$ cat src/rtl/hazard_detection_unit_pkg.sv
`default_nettype none
// ============================================================================
// Module      : hazard_detection_unit_pkg
// Description : Shared pipeline constants for the hazard detection unit:
//               register-address width and the hard-wired zero register.
// Revision    : 1.0 - initial release
// ============================================================================
package hazard_detection_unit_pkg;

    localparam int                  REG_ADDR_W = 5;
    localparam logic [REG_ADDR_W-1:0] REG_X0   = 5'd0;

endpackage : hazard_detection_unit_pkg
`default_nettype wire

$ cat src/rtl/hazard_detection_unit_if.sv
`default_nettype none
// ============================================================================
// Module      : hazard_detection_unit_if
// Description : Bundle of pipeline-register fields examined by the hazard
//               unit and the stall/flush controls it returns.
//               master : pipeline side (drives fields, receives controls)
//               slave  : hazard unit  (reads fields, drives controls)
//   IF_ID_RegisterRs1/Rs2 : source registers of the instruction in ID
//   ID_EX_RegisterRd      : destination register of the instruction in EX
//   ID_EX_MemRead         : EX instruction is a load
//   IF_ID_MemWrite        : ID instruction is a store
//   zero / beq            : branch compare result / ID instruction is BEQ
//   PCWrite, IF_ID_Write  : 1 = allow update, 0 = hold
//   ControlMuxSel         : 1 = bubble into ID/EX
//   IF_Flush              : 1 = squash the fetched instruction
// Revision    : 1.0 - initial release
// ============================================================================
interface hazard_detection_unit_if;
    import hazard_detection_unit_pkg::*;

    logic [REG_ADDR_W-1:0] IF_ID_RegisterRs1;
    logic [REG_ADDR_W-1:0] IF_ID_RegisterRs2;
    logic [REG_ADDR_W-1:0] ID_EX_RegisterRd;
    logic                  ID_EX_MemRead;
    logic                  IF_ID_MemWrite;
    logic                  zero;
    logic                  beq;
    logic                  PCWrite;
    logic                  IF_ID_Write;
    logic                  ControlMuxSel;
    logic                  IF_Flush;

    modport master (
        output IF_ID_RegisterRs1, IF_ID_RegisterRs2, ID_EX_RegisterRd,
               ID_EX_MemRead, IF_ID_MemWrite, zero, beq,
        input  PCWrite, IF_ID_Write, ControlMuxSel, IF_Flush
    );

    modport slave (
        input  IF_ID_RegisterRs1, IF_ID_RegisterRs2, ID_EX_RegisterRd,
               ID_EX_MemRead, IF_ID_MemWrite, zero, beq,
        output PCWrite, IF_ID_Write, ControlMuxSel, IF_Flush
    );

endinterface : hazard_detection_unit_if
`default_nettype wire

$ cat src/rtl/hdu_sat_counter.sv
`default_nettype none
// ============================================================================
// Module      : hdu_sat_counter
// Description : Event counter with asynchronous active-low clear. Counts one
//               per rising edge while enabled and sticks at all-ones.
//   clk     : count clock
//   rst_n   : asynchronous active-low clear
//   en_i    : count this cycle
//   count_o : current count
// Revision    : 1.0 - initial release
// ============================================================================
module hdu_sat_counter #(
    parameter int WIDTH = 16
) (
    input  wire logic             clk,
    input  wire logic             rst_n,
    input  wire logic             en_i,
    output logic [WIDTH-1:0]      count_o
);

    localparam logic [WIDTH-1:0] c_ONE = {{(WIDTH-1){1'b0}}, 1'b1};
    localparam logic [WIDTH-1:0] c_MAX = {WIDTH{1'b1}};

    logic [WIDTH-1:0] r_count_q;
    logic [WIDTH-1:0] w_count_d;

    // Hold at the maximum instead of wrapping so a long-running counter never
    // reports a misleadingly small value.
    always_comb begin
        w_count_d = r_count_q;
        if (en_i && (r_count_q != c_MAX)) begin
            w_count_d = r_count_q + c_ONE;
        end
    end

    always_ff @(posedge clk or negedge rst_n) begin
        if (!rst_n) begin
            r_count_q <= '0;
        end else begin
            r_count_q <= w_count_d;
        end
    end

    assign count_o = r_count_q;

endmodule : hdu_sat_counter
`default_nettype wire

$ cat src/rtl/hazard_detection_unit.sv
`default_nettype none
// ============================================================================
// Module      : hazard_detection_unit
// Description : Load-use stall and taken-BEQ flush control for the 5-stage
//               pipeline, plus saturating stall/flush event counters.
//   clk         : pipeline clock (counters only)
//   rst_n       : asynchronous active-low reset
//   hz          : pipeline fields in, stall/flush controls out
//   stall_count : cycles with a stall asserted (saturating)
//   flush_count : cycles with a flush asserted (saturating)
// Revision    : 1.0 - initial release
// ============================================================================
module hazard_detection_unit
    import hazard_detection_unit_pkg::*;
#(
    parameter int CNT_W = 16
) (
    input  wire logic              clk,
    input  wire logic              rst_n,
    hazard_detection_unit_if.slave hz,
    output logic [CNT_W-1:0]       stall_count,
    output logic [CNT_W-1:0]       flush_count
);

    logic w_rd_hit1;
    logic w_rd_hit2;
    logic w_load_use;
    logic w_take;
    logic w_stall;
    logic w_flush;

    // A store consumes rs2 only as write data, which is forwarded in MEM,
    // so an rs2 match on a store is not a hazard.
    assign w_rd_hit1  = (hz.ID_EX_RegisterRd == hz.IF_ID_RegisterRs1);
    assign w_rd_hit2  = (hz.ID_EX_RegisterRd == hz.IF_ID_RegisterRs2) && !hz.IF_ID_MemWrite;
    assign w_load_use = hz.ID_EX_MemRead && (hz.ID_EX_RegisterRd != REG_X0)
                        && (w_rd_hit1 || w_rd_hit2);
    assign w_take     = hz.beq && hz.zero;

    // Reset forces the passive state. A pending load-use suppresses the flush
    // because the branch operands are stale; the branch re-resolves next cycle.
    assign w_stall = rst_n && w_load_use;
    assign w_flush = rst_n && w_take && !w_load_use;

    assign hz.PCWrite       = !w_stall;
    assign hz.IF_ID_Write   = !w_stall;
    assign hz.ControlMuxSel = w_stall;
    assign hz.IF_Flush      = w_flush;

    hdu_sat_counter #(
        .WIDTH   (CNT_W)
    ) u_stall_cnt (
        .clk     (clk),
        .rst_n   (rst_n),
        .en_i    (w_stall),
        .count_o (stall_count)
    );

    hdu_sat_counter #(
        .WIDTH   (CNT_W)
    ) u_flush_cnt (
        .clk     (clk),
        .rst_n   (rst_n),
        .en_i    (w_flush),
        .count_o (flush_count)
    );

endmodule : hazard_detection_unit
`default_nettype wire

$ cat src/flat_wrapper.sv
// flat-port wrapper written by rule: the top's interface ports become plain ports
module hazard_detection_unit_flat import hazard_detection_unit_pkg::*;
#(
    parameter int CNT_W = 16
)
  (clk, rst_n, stall_count, flush_count, hz_IF_ID_RegisterRs1, hz_IF_ID_RegisterRs2, hz_ID_EX_RegisterRd, hz_ID_EX_MemRead, hz_IF_ID_MemWrite, hz_zero, hz_beq, hz_PCWrite, hz_IF_ID_Write, hz_ControlMuxSel, hz_IF_Flush);
  hazard_detection_unit_if hz_i ();
  input  wire logic clk;
  input  wire logic rst_n;
  output logic [CNT_W-1:0] stall_count;
  output logic [CNT_W-1:0] flush_count;
  input wire logic [$bits(hz_i.IF_ID_RegisterRs1)-1:0] hz_IF_ID_RegisterRs1;
  input wire logic [$bits(hz_i.IF_ID_RegisterRs2)-1:0] hz_IF_ID_RegisterRs2;
  input wire logic [$bits(hz_i.ID_EX_RegisterRd)-1:0] hz_ID_EX_RegisterRd;
  input wire logic [$bits(hz_i.ID_EX_MemRead)-1:0] hz_ID_EX_MemRead;
  input wire logic [$bits(hz_i.IF_ID_MemWrite)-1:0] hz_IF_ID_MemWrite;
  input wire logic [$bits(hz_i.zero)-1:0] hz_zero;
  input wire logic [$bits(hz_i.beq)-1:0] hz_beq;
  output wire logic [$bits(hz_i.PCWrite)-1:0] hz_PCWrite;
  output wire logic [$bits(hz_i.IF_ID_Write)-1:0] hz_IF_ID_Write;
  output wire logic [$bits(hz_i.ControlMuxSel)-1:0] hz_ControlMuxSel;
  output wire logic [$bits(hz_i.IF_Flush)-1:0] hz_IF_Flush;
  assign hz_i.IF_ID_RegisterRs1 = hz_IF_ID_RegisterRs1;
  assign hz_i.IF_ID_RegisterRs2 = hz_IF_ID_RegisterRs2;
  assign hz_i.ID_EX_RegisterRd = hz_ID_EX_RegisterRd;
  assign hz_i.ID_EX_MemRead = hz_ID_EX_MemRead;
  assign hz_i.IF_ID_MemWrite = hz_IF_ID_MemWrite;
  assign hz_i.zero = hz_zero;
  assign hz_i.beq = hz_beq;
  assign hz_PCWrite = hz_i.PCWrite;
  assign hz_IF_ID_Write = hz_i.IF_ID_Write;
  assign hz_ControlMuxSel = hz_i.ControlMuxSel;
  assign hz_IF_Flush = hz_i.IF_Flush;
  hazard_detection_unit #(.CNT_W(CNT_W)) u_core (.clk(clk), .rst_n(rst_n), .hz(hz_i), .stall_count(stall_count), .flush_count(flush_count));
endmodule
$ cat config.mk
export PLATFORM = sky130hd
export DESIGN_NAME = hazard_detection_unit_flat
export DESIGN_NICKNAME = d
export VERILOG_FILES = /design/src/rtl/hazard_detection_unit_pkg.sv /design/src/rtl/hazard_detection_unit_if.sv /design/src/rtl/hdu_sat_counter.sv /design/src/rtl/hazard_detection_unit.sv /design/src/flat_wrapper.sv
export SDC_FILE = /design/constraint.sdc
export NUM_CORES = 1
export LEC_CHECK = 0
export BUFFER_PORTS_ARGS = -buffer_cell sky130_fd_sc_hd__buf_2
export CORE_UTILIZATION = 48
export CTS_BUF_LIST = sky130_fd_sc_hd__clkbuf_8
export CTS_CLUSTER_DIAMETER = 40
export CTS_CLUSTER_SIZE = 8
export DETAILED_ROUTE_END_ITERATION = 6
export PLACE_DENSITY_LB_ADDON = 0.15
export SLEW_MARGIN = 20
export SYNTH_ARGS = -nofsm -noshare
export SYNTH_HDL_FRONTEND = slang
export SYNTH_SLANG_ARGS = --single-unit
$ cat constraint.sdc
create_clock -name clk -period 2 [get_ports clk]
set_clock_uncertainty 0.2 [all_clocks]
set_input_delay 0 -clock clk [delete_from_list [all_inputs] [get_ports clk]]
set_output_delay 0 -clock clk [all_outputs]
set_load 0.01 [all_outputs]
After elaboration in Yosys (flattened, before gate mapping)
Cells that the tools add are included.

Memories kept: 0. ROM bits: 0. RAM bits: 0. Bits in latches: 0. Register bits: 32. Output and inout bits: 36. Word-level logic and storage cells: 22.

Multiplexer cells: 0. Divide/modulo/power cells: 0. Equal/unequal tests: 4. Add/subtract/negate cells: 2. Shift operators: 0. Bitwise operators: 0. $lt $le $gt $ge: 0. Reduce and logical (&&, ||, !) cells: 14. Multiply operators: 0.

Operators by type and width (count): adder 16 x 1 -> 16 bit, second input constant (2); inequality test 16 bit, second input constant (2); equality test 5 bit (2); logical AND 1 bit (9); nonzero test 5 bit (1); logical NOT 1 bit (3); logical OR 1 bit (1).

Longest topological paths before layout
Word-level depth: 7. Mapped depth: 8. Mapped depth without buffers: 7.

Modules after synthesis
A second synthesis with hierarchy kept.

Cells, all modules: 165. Area, all modules: 1874.3 sq um.

Modules (own cells, without submodules): hdu_sat_counter (area each 859.6 sq um, seq. area each 400.4 sq um, cells each 72, instances 2); hazard_detection_unit (area each 155.1 sq um, seq. area each 0.0 sq um, cells each 21, instances 1).

Least setup slack after synthesis
OpenSTA, ideal clock, no wires.

Path type: register to register. Start: register u_core.u_flush_cnt.r_count_q[0], in the netlist u_core.u_flush_cnt.count_o[0]. End: register u_core.u_flush_cnt.r_count_q[7], in the netlist u_core.u_flush_cnt.count_o[7]. Path buffers: 1. Library setup time: 0.080 ns. Slack: -0.017 ns. Cell stages (with the launch flop): 9. Data required time: 1.720 ns. Data arrival time: 1.737 ns. Cell sequence: dfrtp_1 -> ha_1 -> nand3_1 -> nor2_1 -> nand2_1 -> clkbuf_1 -> nand2_1 -> nor4_2 -> xnor2_1.

Cells in the longest elaborated chain, start to end: 2. Elaborated cells on any way between the ends: 3.

RTL lines: from (decl) (RTL line hdu_sat_counter.sv:24) `logic [WIDTH-1:0] r_count_q;`; from (signal assigned) (RTL line hdu_sat_counter.sv:40) `r_count_q <= w_count_d;`; parallel branches: the longest is 2 deep, another holds adder 16 x 1 -> 16 bit.

Several ways; the timed one is not identified. A chain may end at the register's enable or synchronous reset.

Worst setup path after layout
Start: register u_core.u_stall_cnt.r_count_q[9], in the netlist u_core.u_stall_cnt.count_o[9]. End: register u_core.u_stall_cnt.r_count_q[1], in the netlist u_core.u_stall_cnt.count_o[1].

Cells in the longest elaborated chain, start to end: 2.

RTL lines: from (decl) (RTL line hdu_sat_counter.sv:24); from (signal assigned) (RTL line hdu_sat_counter.sv:40); inequality test 16 bit (RTL line hdu_sat_counter.sv:31) `if (en_i && (r_count_q != c_MAX)) begin`; logical AND 1 bit (RTL line hdu_sat_counter.sv:31).

Every way passes these cells.

==> out/metrics.yaml <==
outcome:
  outcome: "finished clean"
die:
  ios: 57
  die_w_microns: 63.8
  die_area_sq_mm: 0.00406
  fp.dieH_microns: 63.8
  initial_core_util_pct: 50.0
  fp-row-count: 22
  core-area_sq_mm: 0.00366
route:
  vias_per_cell: 5.24
  drt_iter0_markers: 39
  firstDrtPassIters: 4
  drc: 0
  routed_wirelength_microns: 4290
  ant_nets: 0
  wl_per_cell_microns: 13.7
  vias: 1634
layout:
  area_growth_pct: 37.9
  layout_commonest_cell: "buf_2"
  nets: 286
  design_area_sq_mm: 0.00252
  drive_above_1_share_pct: 43.2
  final_cell_mix: "buf_2 (56), dfrtp_1 (32), buf_4 (28)"
  diodes: 0
place:
  dpl-instance-area_sq_mm: 0.00233
  io_buffers: 56
  place_ws_ns: -0.0362
  place.gp.congestion: 0.836
  hpwl_microns: 3320
setup_path:
  cp_num_buf_inv: 0
  crit_fanout: 7
  start_kind: "flop"
  crit_family: "simple AND/OR/NAND/NOR gates"
  worst_path_largest_cell_delay_ns: 0.41
  crit_path_cell_trace: "and4_1 > nand4_1 > o311ai_2 > nor2_2 > mux2_2"
  endpoint_kind: "flop"
  crit_slowest_cell: "o311ai_2"
  worstPathRequired_ns: 1.97
  path_class: "reg2reg"
  cp.arrival_ns: 1.87
synth:
  synthArstFlopShare_pct: 100
  syn_inst: 172
  syn_area_sq_mm: 0.00183
  ys_seq_area_share_pct: 43.7
  synth_warnings: 0
  synth_edf_count: 0
  synth_seq_cells: 32
  synth_ff_type: "dfrtp_1"
  synth_cell_type_count: 36
  avgSynthCellArea_sq_um: 10.6
  synth_fp_nets: 195
power_and_ir_drop:
  p_leak_nw: 1.26
  pwr_density_cell_mw_per_mm2: 720
  ir_drop_v: 0.000367
  design_power_total_w: 0.00182
global_route:
  grt.total_usage_pct: 23.8
  grt_pass1_wl_microns: 7390
  overflow: 0
  grt_start_max_net_pins: 25
  antenna_found_initial: 0
  grt_pass1_vias: 1715
sta:
  worstMarginPinSlew_ns: 0.363
  setup_ws_ns: 0.0981
  fmax_ghz: 0.526
  setup_tns_ns: 0
  max_slew_margin_pct: 75.7
  timing.final.max_slew_violations: 0
  final-hold-violation-count: 0
  finalSetupViolations: 0
  rsz0062_at_grt: "no"
  period_share_pct: 95.1
  period_minus_slack_ns: 1.90
clock_network:
  root_buffer: "clkbuf_8"
  cts_made_buffers: 5
  clock_latency_ns: 0.29
  cts_tree: "built"
  clockBufferDepth: 2
  cts_sinks: 32
  htree_levels: 2
  clk_pin_slew_ns: 0.07
worst_hold_path:
  holdCritPathClass: "in2reg"
flow_run:
  maxCapViolations: 0
==> stage by stage <==
stage	std cells	hold slack (ns)	util (%)
after floorplan	172	-0.496	-
after global placement	298	-0.375	63.6
after detailed placement	298	-0.369	63.6
after CTS	312	0.0127	68.4
after global routing	312	0.0443	68.9
final	312	0.0256	68.9
==> final cells by class <==
cell class / instances / area (sq um)
tap: 48 / 60.1
inverter: 3 / 11.3
fill: 296 / 1140
clock inverter: 1 / 30.0
multi-input combinational: 133 / 995
sequential: 32 / 801
timing repair buffer: 88 / 531
clock buffer: 7 / 96.3
==> power breakdown <==
group	internal [W]	switching (W)
combinational	0.000189	0.000181
clock	0.000440	0.000244
sequential	0.000708	0.0000529
total	0.00134	0.000478
==> flip-flops by register name (all words and copies together), names as in the netlist <==
name,flops
u_core.u_flush_cnt.count_o,16
u_core.u_stall_cnt.count_o,16
==> Yosys cell counts, drive strengths merged (2+ instances only) <==
master | n | area share [%]
and3 | 6 | 2.1
buf | 3 | 2.1
clkbuf | 2 | 0.41
dfrtp | 32 | 44
ha | 2 | 1.4
inv | 3 | 0.62
mux2 | 7 | 4.3
nand2 | 23 | 4.7
nand2b | 2 | 0.68
nand3 | 14 | 4.1
nand4 | 14 | 4.8
nor2 | 12 | 3.0
nor4 | 3 | 3.0
nor4b | 3 | 3.1
o21ai | 2 | 1.2
xnor2 | 25 | 12
xor2 | 9 | 4.3
==> kinds of logic after synthesis <==
kind of cell	after synthesis	synth area share (%)
xor gates and xnor gates	34	16.3
DFF	32	43.7
muxes	7	4.31
and+or+nand+nor	82	27.8
buffers and inverters	8	3.14
adders and majority gates	2	1.37
AOI/OAI and AO/OA	7	3.35
==> worst reg2reg max path: cells and delay by family (launching register included) <==
family          cells  cell delay [ns]
compound gates      1             0.41
mux                 1             0.29
flops               1             0.35
simple gates        3             0.53
==> repair_timing <==
action / in CTS / in global routing
hold endpoints to repair: 33 / 0
cloned: 1 / 0
resized for setup: 1 / 4
hold buffers: 4 / 0
pin swaps: 1 / 0
setup endpoints to repair: 5 / 11
buffers inserted: 1 / 0
==> metal layers <==
layer / up-vias / global-route usage (%) / share of wire, %
met2: 45 / 41.9 / 52
met4: 0 / 11.4 / 2.0
met5: - / 0 / 0
met3: 9 / 6.25 / 4.1
met1: 795 / 26.3 / 42
li1: 785 / - / -
==> worst paths after layout <==
| kind | from | to | slack [ns] | cells past startpoint |
|---|---|---|---|---|
| max in group asynchronous | rst_n | u_core.u_flush_cnt.count_o[3] | 1.03 | 3 |
| min | hz_beq | u_core.u_flush_cnt.count_o[2] | 0.03 | 4 |
| min reg2reg | u_core.u_flush_cnt.count_o[11] | u_core.u_flush_cnt.count_o[11] | 0.31 | 1 |
| max reg2reg | u_core.u_stall_cnt.count_o[9] | u_core.u_stall_cnt.count_o[1] | 0.1 | 5 |
| min in group asynchronous | rst_n | u_core.u_flush_cnt.count_o[14] | 0.09 | 3 |
| max | u_core.u_stall_cnt.count_o[9] | u_core.u_stall_cnt.count_o[1] | 0.1 | 5 |
Power figures use the tool's default switching activity.
